<file path="src/rtl/fetch_prefetch_unit.sv">
// Instruction-fetch front end: issues word fetches, tracks outstanding reads, buffers
// responses with their PC for decode, and flushes on redirect. FETCH_PERF_CNT_EN adds perf counters.
module fetch_prefetch_unit #(
   parameter int unsigned     XLEN         = 32,
   parameter logic [XLEN-1:0] RESET_VECTOR = '0,
   parameter int unsigned     FIFO_DEPTH   = 4
) (
   input  logic            clk,
   input  logic            reset,
   input  logic            fetch_en,
   input  logic            redir_valid,
   input  logic [XLEN-1:0] redir_pc,
   output logic            imem_req,
   output logic [XLEN-1:0] imem_addr,
   input  logic            imem_gnt,
   input  logic            imem_rvalid,
   input  logic [XLEN-1:0] imem_rdata,
   output logic            inst_valid,
   output logic [XLEN-1:0] inst_data,
   output logic [XLEN-1:0] inst_pc,
   input  logic            inst_ready
`ifdef FETCH_PERF_CNT_EN
   ,
   output logic [31:0]     perf_fetched,
   output logic [31:0]     perf_flushed
`endif
);

   localparam int unsigned AW = $clog2(FIFO_DEPTH);
   localparam int unsigned CW = AW + 1;
   localparam logic [CW:0] DEPTH_C = (CW+1)'(FIFO_DEPTH);

   typedef enum logic {IDLE, RUN} state_e;

   state_e                          state_q, state_d;
   logic [XLEN-1:0]                 fetch_pc_q, fetch_pc_d;
   logic [XLEN-1:0]                 resp_pc_q, resp_pc_d;
   logic [CW-1:0]                   cnt_q, cnt_d;
   logic [CW-1:0]                   out_q, out_d;
   logic [CW-1:0]                   drop_q, drop_d;
   logic [AW-1:0]                   wptr_q, wptr_d;
   logic [AW-1:0]                   rptr_q, rptr_d;
   logic [FIFO_DEPTH-1:0][XLEN-1:0] data_q;
   logic [FIFO_DEPTH-1:0][XLEN-1:0] pc_q;

   logic [XLEN-1:0] redir_tgt;
   logic [CW:0]     inflight;
   logic            gnt_fire, rsp_vld, push, pop, drop_rsp;

   assign redir_tgt = {redir_pc[XLEN-1:2], 2'b00};
   assign inflight  = {1'b0, cnt_q} + {1'b0, out_q};

   // Responses arriving with nothing outstanding are protocol violations and ignored.
   assign rsp_vld  = imem_rvalid & (out_q != '0);
   assign drop_rsp = rsp_vld & (drop_q != '0);
   assign push     = rsp_vld & (drop_q == '0);
   assign pop      = inst_valid & inst_ready;
   assign gnt_fire = imem_req & imem_gnt;

   assign imem_addr  = fetch_pc_q;
   assign inst_valid = (cnt_q != '0);
   assign inst_data  = data_q[rptr_q];
   assign inst_pc    = pc_q[rptr_q];

   always_ff @(posedge clk or posedge reset) begin
      if (reset) state_q <= IDLE;
      else       state_q <= state_d;
   end

   always_comb begin
      state_d  = state_q;
      imem_req = 1'b0;
      case (state_q)
         IDLE: if (fetch_en) state_d = RUN;
         RUN: begin
            imem_req = !redir_valid && (inflight < DEPTH_C);
            if (!fetch_en) state_d = IDLE;
         end
         default: state_d = IDLE;
      endcase
   end

   always_comb begin
      out_d      = out_q + CW'(gnt_fire) - CW'(rsp_vld);
      fetch_pc_d = fetch_pc_q;
      resp_pc_d  = resp_pc_q;
      cnt_d      = cnt_q;
      drop_d     = drop_q;
      wptr_d     = wptr_q;
      rptr_d     = rptr_q;
      if (redir_valid) begin
         // Everything still in flight after this edge belongs to the old path.
         fetch_pc_d = redir_tgt;
         resp_pc_d  = redir_tgt;
         cnt_d      = '0;
         wptr_d     = '0;
         rptr_d     = '0;
         drop_d     = out_d;
      end else begin
         if (gnt_fire) fetch_pc_d = fetch_pc_q + XLEN'(4);
         if (push)     resp_pc_d  = resp_pc_q + XLEN'(4);
         drop_d = drop_q - CW'(drop_rsp);
         wptr_d = wptr_q + AW'(push);
         rptr_d = rptr_q + AW'(pop);
         cnt_d  = cnt_q + CW'(push) - CW'(pop);
      end
   end

   always_ff @(posedge clk or posedge reset) begin
      if (reset) begin
         fetch_pc_q <= RESET_VECTOR;
         resp_pc_q  <= RESET_VECTOR;
         cnt_q      <= '0;
         out_q      <= '0;
         drop_q     <= '0;
         wptr_q     <= '0;
         rptr_q     <= '0;
      end else begin
         fetch_pc_q <= fetch_pc_d;
         resp_pc_q  <= resp_pc_d;
         cnt_q      <= cnt_d;
         out_q      <= out_d;
         drop_q     <= drop_d;
         wptr_q     <= wptr_d;
         rptr_q     <= rptr_d;
      end
   end

   always_ff @(posedge clk or posedge reset) begin
      if (reset) begin
         data_q <= '0;
         pc_q   <= {FIFO_DEPTH{RESET_VECTOR}};
      end else if (push && !redir_valid) begin
         data_q[wptr_q] <= imem_rdata;
         pc_q[wptr_q]   <= resp_pc_q;
      end
   end

`ifdef FETCH_PERF_CNT_EN
   logic [31:0] perf_fetched_q, perf_flushed_q;
   logic [CW:0] flush_amt;
   logic [32:0] flushed_sum;

   // Flushed entries include a push landing in the redirect cycle; a same-cycle pop was consumed.
   always_comb begin
      flush_amt = (CW+1)'(drop_rsp);
      if (redir_valid)
         flush_amt = flush_amt + {1'b0, cnt_q} + (CW+1)'(push) - (CW+1)'(pop);
      flushed_sum = {1'b0, perf_flushed_q} + 33'(flush_amt);
   end

   always_ff @(posedge clk or posedge reset) begin
      if (reset) begin
         perf_fetched_q <= '0;
         perf_flushed_q <= '0;
      end else begin
         if (pop && (perf_fetched_q != '1)) perf_fetched_q <= perf_fetched_q + 32'd1;
         perf_flushed_q <= flushed_sum[32] ? '1 : flushed_sum[31:0];
      end
   end

   assign perf_fetched = perf_fetched_q;
   assign perf_flushed = perf_flushed_q;
`endif

endmodule
</file>
<file path="config.mk">
export PLATFORM = sky130hd
export DESIGN_NAME = fetch_prefetch_unit
export DESIGN_NICKNAME = d
export VERILOG_FILES = /design/src/rtl/fetch_prefetch_unit.sv
export SDC_FILE = /design/constraint.sdc
export NUM_CORES = 1
export LEC_CHECK = 0
export BUFFER_PORTS_ARGS = -buffer_cell sky130_fd_sc_hd__buf_2
export CAP_MARGIN = 0
export CORE_UTILIZATION = 45
export DETAILED_ROUTE_END_ITERATION = 10
export PLACE_DENSITY = 0.6
export SLEW_MARGIN = 20
export SYNTH_ARGS = -nofsm -noshare
export SYNTH_HDL_FRONTEND = slang
export SYNTH_SLANG_ARGS = --single-unit
</file>
<file path="constraint.sdc">
create_clock -name clk -period 28.8 [get_ports clk]
set_input_delay 1.44 -clock clk [delete_from_list [all_inputs] [get_ports clk]]
set_output_delay 1.44 -clock clk [all_outputs]
set_load 0.005 [all_outputs]
</file>
==> metrics, run 1 <==
Yosys cell types=46; fin area=17200 um^2; critical path peak fanout=68; Final Util=52.9%; Reg clk slew, reported paths=0.06 ns; Routed Wire Length=33.3 mm; count of final hold-check violations=0; final antenna-violating net count=0; initial antenna violation count=1; Critical R2R Capture=drop_q[2]; vias per inst=5.58; 1st-iter DRT viols=454; drt wl/cell=19.9 um; Mapped Area=14800 um^2; critical path's top delay family=buffers and inverters; crit start category=primary input; Max Slew Vio Count=0; Critical Path Max Stage Delay=0.86 ns; GRT Total Usage=20.5%; nature of the critical path endpoint=flop; number of gates resized after cts=0; first-pass GRT wire length=54.1 mm; gpl congestion=0.803; Avg Cell Area, Syn=13.9 um^2; hold path cells=2; Layout area overhead=15.8%; Gate power share=23.9%; drt drc=0; WHS=0.481 ns; final setup fails=0; Post-synth EDFFs=0; CTS tree=done; hold_buf cts=0; reg2reg start=cnt_q[1]; CTS H-Tree Depth=2; WP data required=29.23 ns; sequential power share=42.4%; CP Class=in2reg; area of the core=32500 um^2; status=complete, no violations; Synth Warn #=0; headroom to the max-slew limit=27.8%; Setup Fix Bufs, Post-CTS=0; vias in the first global route=9649; Leak=0.00801 uW; Die Height=183 um; die width=183 um; clk root buf=clkbuf_16; Yosys top cell area share=54.4%; starting density of the core=45.7%; count leader, synth=dfrtp_1; routed via count=9350; Top Ports=169; FILL cells=2814; Sw Pwr=390 uW; Reg area=8070 um^2; period utilisation layout=17.4%; GR Overflow Total=0; Worst VDD drop=0.0459 mV; sequential fraction of the synthesis area=54.4%; drt first pass iters=5; hpwl dp=20.9 mm; placed instance area=15900 um^2; fmax=200 MHz; post-layout min period=5.00 ns; Worst-Skew Late Latency=0.52 ns; crit-path cells=buf_2 > buf_4 > nor3_1 > and4_1 > clkinv_1 > ha_1 > inv_1 > ha_1 > fa_1 > xnor2_1 > xnor2_1 > nand2_1 > o21ai_0; post-synthesis async set-or-reset flop share=100%; Nets=1291; synth cell count leaders=dfrtp_1, mux2_2, mux4_2; setup TNS=0 ns; Sw Share=27.4%; Main synth FF type=dfrtp_1; cell taking the most area after synthesis=dfrtp_1; CTS sink count=322; P_int=1040 uW; area occupied by multi-input gates=6320 um^2; CTS Buffer Depth=3; RSZ-0062 raised after global routing=no; Synth area leaders=dfrtp_1, mux2_2, mux4_2; layout cells sized above 1=44.4%; CTS Buf Count=37; CP max-delay cell=clkinv_1; Hold EP=pc_q[14]; final antenna diode count=0; Worst-Margin Slew=1.08 ns; Synth Instances=1068; I/O Buffers=162; clock network fraction of total power=33.7%; #FFs+latches synth=322; Layout Skew=0.0207 ns; PD cells=83.1 nW/um^2; largest net degree at the start of global routing=128; arrival time worst endpoint=5.43 ns; R2R setup slack=24.60 ns; die area=33700 um^2; reg2reg path depth=12; row count=66; Hold Startpoint=pc_q[14]; CP Buf/Inv Count=4; Max-cap violations=0; hold crit path type=reg2reg
==> layout make-up <==
class                           count  area share, %
Clock inverter                     10          0.751
Inverter                           21          0.503
Tap cell                          442           3.22
Sequential cell                   322           47.0
Timing Repair Buffer              172           5.16
Clock buffer                       56           6.58
Multi-Input combinational cell    652           36.8
==> power by group through the flow <==
stage | sequential [uW] | clock [uW] | combinational, uW
final | 605 | 480 | 342
after global routing | 620 | 514 | 377
after CTS | 606 | 494 | 350
after detailed placement | 613 | 0 | 349
after global placement | 611 | 0 | 342
after floorplan | 583 | 0 | 247
==> stage by stage <==
step | std cells | setup WS, ns | power, uW
2_1_floorplan | 1071 | 18.45 | 830
3_3_place_gp | 1609 | 23.37 | 953
3_5_place_dp | 1609 | 23.30 | 963
4_1_cts | 1675 | 23.83 | 1450
5_1_grt | 1675 | 23.52 | 1510
6_report | 1675 | 23.80 | 1430
==> worst register-to-register path, stage by stage, from the launching register on <==
cell      delay, ns
dfrtp_1        0.43
ha_1           0.22
nor3_1         0.22
and4_1         0.70
clkinv_1       0.87
ha_1           0.59
inv_1          0.04
ha_1           0.18
fa_1           0.38
xnor2_1        0.18
xnor2_1        0.15
nand2_1        0.07
o21ai_0        0.09
==> cell families (layout without fill, tap and decap cells) <==
group | after synthesis | count (layout) | synth area share [%]
AO/OA/AOI/OAI | 94 | 94 | 3.99
XOR/XNOR | 36 | 36 | 2.13
adder cells (fa/ha/maj) | 14 | 14 | 1.28
buffers and inverters | 97 | 259 | 3.10
flip-flops | 322 | 322 | 54.4
multiplexers | 308 | 308 | 28.1
other | 1 | 4 | 0.0253
AND/OR/NAND/NOR | 196 | 196 | 6.98
==> layer usage <==
metal | GRT usage (%) | wire [um] | vias up
li1 | - | - | 4216
met1 | 28.4 | 15100 | 4845
met2 | 33.9 | 16000 | 235
met3 | 3.09 | 1560 | 52
met4 | 5.07 | 649 | 2
met5 | 0 | 13 | -
==> placed cells by master (no fill, tap or decap), drive strengths merged, types with 9 or more instances in the layout <==
cell type and count:
buf 172, nand3 33, mux2 246, and3 9, mux4 62, nor3 13, clkbuf 56, o211ai 12
nand4 15, ha 12, o21ai 48, o311ai 14, nor2 22, xnor2 31, or4 9, inv 20
nand2 59, dfrtp 322
==> how the worst max path moves through the flow <==
| stage | startpoint | endpoint | slack [ns] | depth (start not counted) |
|---|---|---|---|---|
| after floorplan | reset | cnt_q[0] | 18.45 | 1 |
| after global placement | redir_valid | drop_q[2] | 23.37 | 13 |
| after detailed placement | redir_valid | drop_q[2] | 23.30 | 13 |
| after CTS | redir_valid | drop_q[2] | 23.83 | 13 |
| after global routing | redir_valid | drop_q[2] | 23.52 | 13 |
| final | redir_valid | drop_q[2] | 23.80 | 13 |
==> state kept, by name, indices dropped and copies added, names as in the netlist <==
name,cells
out_q,3
imem_addr,30
data_q,128
resp_pc_q,30
rptr_q,2
pc_q,120
state_q,1
wptr_q,2
drop_q,3
cnt_q,3
Power figures use the tool's default switching activity.
==> inputs of run 2 (changes only) <==
--- a/config.mk
+++ b/config.mk
@@ -9,7 +9,7 @@
 export CAP_MARGIN = 0
 export CORE_UTILIZATION = 45
 export DETAILED_ROUTE_END_ITERATION = 10
-export PLACE_DENSITY = 0.6
+export PLACE_DENSITY = 0.62
 export SLEW_MARGIN = 20
 export SYNTH_ARGS = -nofsm -noshare
 export SYNTH_HDL_FRONTEND = slang
==> constraint.sdc (replaced) <==
create_clock -name clk -period 4.05 [get_ports clk]
set_input_delay 0.2025 -clock clk [delete_from_list [all_inputs] [get_ports clk]]
set_output_delay 0.2025 -clock clk [all_outputs]
set_load 0.005 [all_outputs]
==> run 2 against run 1 <==
Cell area is 3.9% higher. Clock skew is 0.0021 ns higher. Power grew to 7.1 times the previous value. Register-to-register slack worse by 23 ns. Sequential share of layout area decreased by 1.8 points. Global-route usage shrank 0.13 points. Cell count is 3.6% higher. Combinational power rose to 7.3 times the previous value. Critical path type is now reg2reg. Largest cell class unchanged.
==> metrics, run 2 (same netlist as run 1, synthesis figures left out) <==
gpl congestion=0.778; PD cells=566 nW/um^2; setup TNS=0 ns; period utilisation layout=71.4%; Setup Fix Bufs, Post-CTS=0; row count=66; area of the core=32500 um^2; headroom to the max-slew limit=31.4%; Routed Wire Length=33.3 mm; CTS H-Tree Depth=2; status=complete, no violations; drt drc=0; final setup fails=0; post-layout min period=2.89 ns; I/O Buffers=162; Final Util=55.0%; Max-cap violations=0; hpwl dp=20.7 mm; top flop regs=data_q: 128 flops, pc_q: 120 flops; Worst-Margin Slew=1.03 ns; Die Height=183 um; Reg clk slew, reported paths=0.06 ns; GRT Total Usage=20.4%; WP data required=4.43 ns; GR Overflow Total=0; nature of the critical path endpoint=flop; number of gates resized after cts=0; most frequent cells in the layout=dfrtp_1, mux2_2, buf_2, mux4_2, nand2_1; drt wl/cell=19.2 um; FILL cells=2741; final antenna diode count=0; largest register by flop count=data_q; Top Ports=169; layout cells sized above 1=42.7%; fmax=346 MHz; largest net degree at the start of global routing=156; arrival time worst endpoint=3.27 ns; die width=183 um; CTS sink count=322; final antenna-violating net count=0; drt first pass iters=4; vias per inst=5.50; CP Class=reg2reg; vias in the first global route=9747; Worst VDD drop=0.314 mV; non-filler cells, final=1736; Leak=0.00829 uW; RSZ-0062 raised after global routing=no; hold_buf cts=57; Max Slew Vio Count=0; 1st-iter DRT viols=507; Layout Skew=0.0228 ns; die area=33700 um^2; initial antenna violation count=0; hold crit path type=in2reg; Worst-Skew Late Latency=0.52 ns; first-pass GRT wire length=54.0 mm; starting density of the core=45.7%; placed instance area=16000 um^2; dpl cells=1618; CTS tree=done; count of final hold-check violations=0; max FFs per register=128; WHS=0.0279 ns; critical path peak fanout=28; clk root buf=clkbuf_16; CTS Buf Count=37; Nets=1358; Layout area overhead=20.4%; crit start category=flop; routed via count=9551; commonest non-fill, non-tap cell in the layout=dfrtp_1; CTS Buffer Depth=3; fin area=17800 um^2
## run 2: changes by cell type in the layout (fill, tap and decap cells not counted), sizes merged
cell,change
clkinv,-2
clkbuf,-5
inv,-1
buf,+10
dlygate4sd3,+57
clkinvlp,+2
## run 2: metal layers
layer / GRT usage [%] / part of all wire, % / vias up / wire, um
li1: - / - / 4351 / -
met3: 3.17 / 4.9 / 45 / 1620
met4: 5.43 / 1.9 / 0 / 648
met2: 34.5 / 49 / 241 / 16300
met5: 0 / 0 / - / 0
met1: 27.4 / 44 / 4914 / 14700
## run 2: path summary, 6_finish.rpt
check / startpoint / to / slack (ns) / cells after the start
max: cnt_q[1] / drop_q[2] / 1.16 / 13
min: redir_pc[29] / resp_pc_q[29] / 0.03 / 3
max reg2reg: cnt_q[1] / drop_q[2] / 1.16 / 13
min reg2reg: pc_q[17] / pc_q[17] / 0.48 / 2
max in group asynchronous: reset / pc_q[9] / 2.43 / 4
min in group asynchronous: reset / data_q[88] / 0.35 / 3
## run 2: final cells by class
class / count / area, um^2 / area share (%)
inverters: 21 / 82.6 / 0.463
clock buffers: 51 / 1080 / 6.06
well taps: 442 / 553 / 3.10
flip-flops and latches: 322 / 8070 / 45.2
clock inverters: 9 / 126 / 0.708
repair buffers: 239 / 1610 / 9.05
multi-input cells: 652 / 6320 / 35.4
## run 2: worst max-delay path, cell delays in order (launching register included)
cell and delay (ns):
dfrtp_1 0.43, ha_1 0.22, nor3_1 0.20, and4_1 0.27, clkinv_1 0.07, buf_4 0.22
ha_1 0.31, inv_1 0.04, ha_1 0.18, fa_1 0.38, xnor2_1 0.15, xnor2_1 0.14
nand2_1 0.06, o21ai_0 0.08
## run 2: per-stage QoR
stage               worst slack, ns  total power [uW]
floorplan                    -0.447              5910
global placement               1.16              6780
detailed placement             1.16              6840
CTS                            1.13             10200
global route                  0.994             10700
finish                         1.16             10100
## run 2: power by group
part	total, uW	switching (uW)	internal (uW)	leakage (uW)
clock network	3300	1250	2040	0.000594
logic	2490	1000	1480	0.00344
registers	4320	478	3840	0.00426
total	10100	2740	7360	0.00829
==> inputs of run 3 (changes only) <==
--- a/config.mk
+++ b/config.mk
@@ -5,6 +5,7 @@
 export SDC_FILE = /design/constraint.sdc
 export NUM_CORES = 1
 export LEC_CHECK = 0
+export ABC_AREA = 1
 export BUFFER_PORTS_ARGS = -buffer_cell sky130_fd_sc_hd__buf_2
 export CAP_MARGIN = 0
 export CORE_UTILIZATION = 45
==> constraint.sdc (replaced) <==
create_clock -name clk -period 2.5 [get_ports clk]
set_input_delay 0.125 -clock clk [delete_from_list [all_inputs] [get_ports clk]]
set_output_delay 0.125 -clock clk [all_outputs]
set_load 0.005 [all_outputs]
==> run 3 against run 2 <==
Synthesized cell count up 81%. Non-clock buffer count up 20. Via count up 43%. First-iteration DRC count up 110%. Cell count up 50%. Clock skew down 0.0099 ns. Global-route usage up 3.3 points. Largest cell class unchanged. Largest power group unchanged.
==> metrics, run 3 <==
status=complete, no violations; critical path's top delay family=adder cells; CTS sink count=322; initial antenna violation count=0; Leak=0.00910 uW; WHS=0.102 ns; fmax=425 MHz; CTS tree=done; clk root buf=clkbuf_16; Die Height=188 um; hold crit path type=in2reg; largest net degree at the start of global routing=139; CTS Buf Count=36; sequential fraction of the synthesis area=51.7%; arrival time worst endpoint=2.80 ns; synth cell count leaders=nand2_1, dfrtp_1, o21ai_0; count leader, synth=nand2_1; Yosys cell types=39; final antenna diode count=0; setup TNS=0 ns; Routed Wire Length=41.3 mm; hpwl dp=26.3 mm; top flop regs=data_q: 128 flops, pc_q: 120 flops; Synth Warn #=0; CTS Buffer Depth=3; vias in the first global route=12860; 1st-iter DRT viols=1059; Critical Path Max Stage Delay=0.38 ns; CP Buf/Inv Count=1; nature of the critical path endpoint=flop; first-pass GRT wire length=67.8 mm; FILL cells=3153; cell taking the most area after synthesis=dfrtp_1; fin area=18800 um^2; Mapped Area=15600 um^2; commonest non-fill, non-tap cell in the layout=nand2_1; placed instance area=16800 um^2; Synth Instances=1935; Crit path depth=12; #FFs+latches synth=322; area of the core=33800 um^2; Worst-Skew Late Latency=0.52 ns; most frequent cells in the layout=nand2_1, dfrtp_1, o21ai_0, nor2_1, buf_2; die width=188 um; Nets=2206; layout cells sized above 1=13.1%; RSZ-0062 raised after global routing=yes; GR Overflow Total=0; crit start category=flop; CP max-delay cell=dfrtp_1; Main synth FF type=dfrtp_1; row count=67; CP dominant cell by count=ha_4; Layout area overhead=20.5%; Top Ports=169; Worst VDD drop=0.684 mV; CTS H-Tree Depth=2; max FFs per register=128; PD cells=1030 nW/um^2; die area=35300 um^2; drt wl/cell=15.9 um; final antenna-violating net count=0; vias per inst=5.27; Worst-Margin Slew=0.814 ns; Final Util=55.5%; drt first pass iters=5; post-synthesis async set-or-reset flop share=100%; starting density of the core=46.1%; Yosys top cell area share=51.7%; routed via count=13687; CP Class=reg2reg; GRT Total Usage=23.7%; period utilisation layout=94.1%; Max-cap violations=0; Reg clk slew, reported paths=0.06 ns; post-layout min period=2.35 ns; largest register by flop count=data_q; crit-path cells=ha_2 > or2_1 > nor2_2 > nand3b_4 > ha_4 > inv_2 > ha_4 > fa_2 > xnor2_2 > xor2_1 > nand2_1 > o21ai_1; drt drc=0; WP data required=2.95 ns; area occupied by multi-input gates=6440 um^2; headroom to the max-slew limit=45.7%; Post-synth EDFFs=0; Synth area leaders=dfrtp_1, nand2_1, o21ai_0; gpl congestion=0.911; hold path cells=5; I/O Buffers=162; Max Slew Vio Count=0; Avg Cell Area, Syn=8.05 um^2; final setup fails=0; count of final hold-check violations=0; Reg area=8060 um^2; reg2reg path depth=12; Layout Skew=0.0129 ns; critical path peak fanout=2
[run 3: cell count changes in the layout (fill, tap and decap cells not counted), sizes merged, moves of 29 or more]
cell,previous run,this run
nand2,59,507
mux2,246,0
o22ai,0,62
nand3,33,62
nor2,22,208
inv,19,138
o21ai,48,404
mux4,62,0
[run 3: through the flow]
| stage | worst slack (ns) | std cells | power, uW |
|---|---|---|---|
| floorplan | -1.92 | 1938 | 11100 |
| global placement | 0.0638 | 2466 | 13500 |
| global route | -0.00869 | 2596 | 20600 |
| finish | 0.147 | 2596 | 19200 |
| detailed placement | 0.0512 | 2466 | 13600 |
| CTS | 0.0421 | 2595 | 19400 |
[run 3: cell type report]
class	count	area share [%]
clock inverter	13	1.21
multi-input combinational	1358	34.3
clock buffer	52	5.62
tap	448	2.99
timing repair buffer	259	9.99
inverter	144	2.91
sequential	322	43.0
[run 3: kinds of logic (layout without fill, tap and decap cells)]
group | Yosys count | after routing | synth area share, %
simple gates | 810 | 810 | 20.9
compound gates | 505 | 505 | 17.3
flops | 322 | 322 | 51.7
buf+inv | 258 | 468 | 7.45
xor+xnor | 25 | 25 | 1.41
fa+ha+maj | 14 | 14 | 1.22
other cells | 1 | 4 | 0.0241
[run 3: layer usage]
layer  GRT usage [%]  routed length, um  share of wire (%)  vias up
met1            34.4              19300                 47     6474
met4            8.41               1250                3.0        0
met3            2.90               2100                5.1       69
li1                -                  -                  -     6730
met2            36.3              18600                 45      414
met5               0                  0                  0        -
[run 3: repair_timing]
action	CTS	global route
hold buffers	64	0
resized for setup	0	1
hold endpoints to repair	401	0
setup buffers	0	1
setup endpoints to repair	0	1
[run 3: tightest hold or removal path: cells and delay by family]
family / cells / cell delay [ns]
AOI/OAI and AO/OA: 1 / 0.07
buffers and inverters: 1 / 0.08
and+or+nand+nor: 2 / 0.18
adders and majority gates: 1 / 0.13
[run 3: where the power goes]
part | total [uW] | internal, uW | switching (uW)
Sequential | 7260 | 6450 | 813
Clock | 5680 | 3560 | 2130
Combinational | 6290 | 2580 | 3710
[run 3: path summary, 6_finish.rpt]
path | end | slack [ns] | from
max in group asynchronous | data_q[10] | 1.40 | reset
min in group asynchronous | imem_addr[3] | 0.34 | reset
setup reg to reg | drop_q[2] | 0.15 | out_q[1]
setup / recovery | drop_q[2] | 0.15 | out_q[1]
hold reg to reg | pc_q[75] | 0.47 | pc_q[75]
hold / removal | drop_q[0] | 0.10 | imem_rvalid
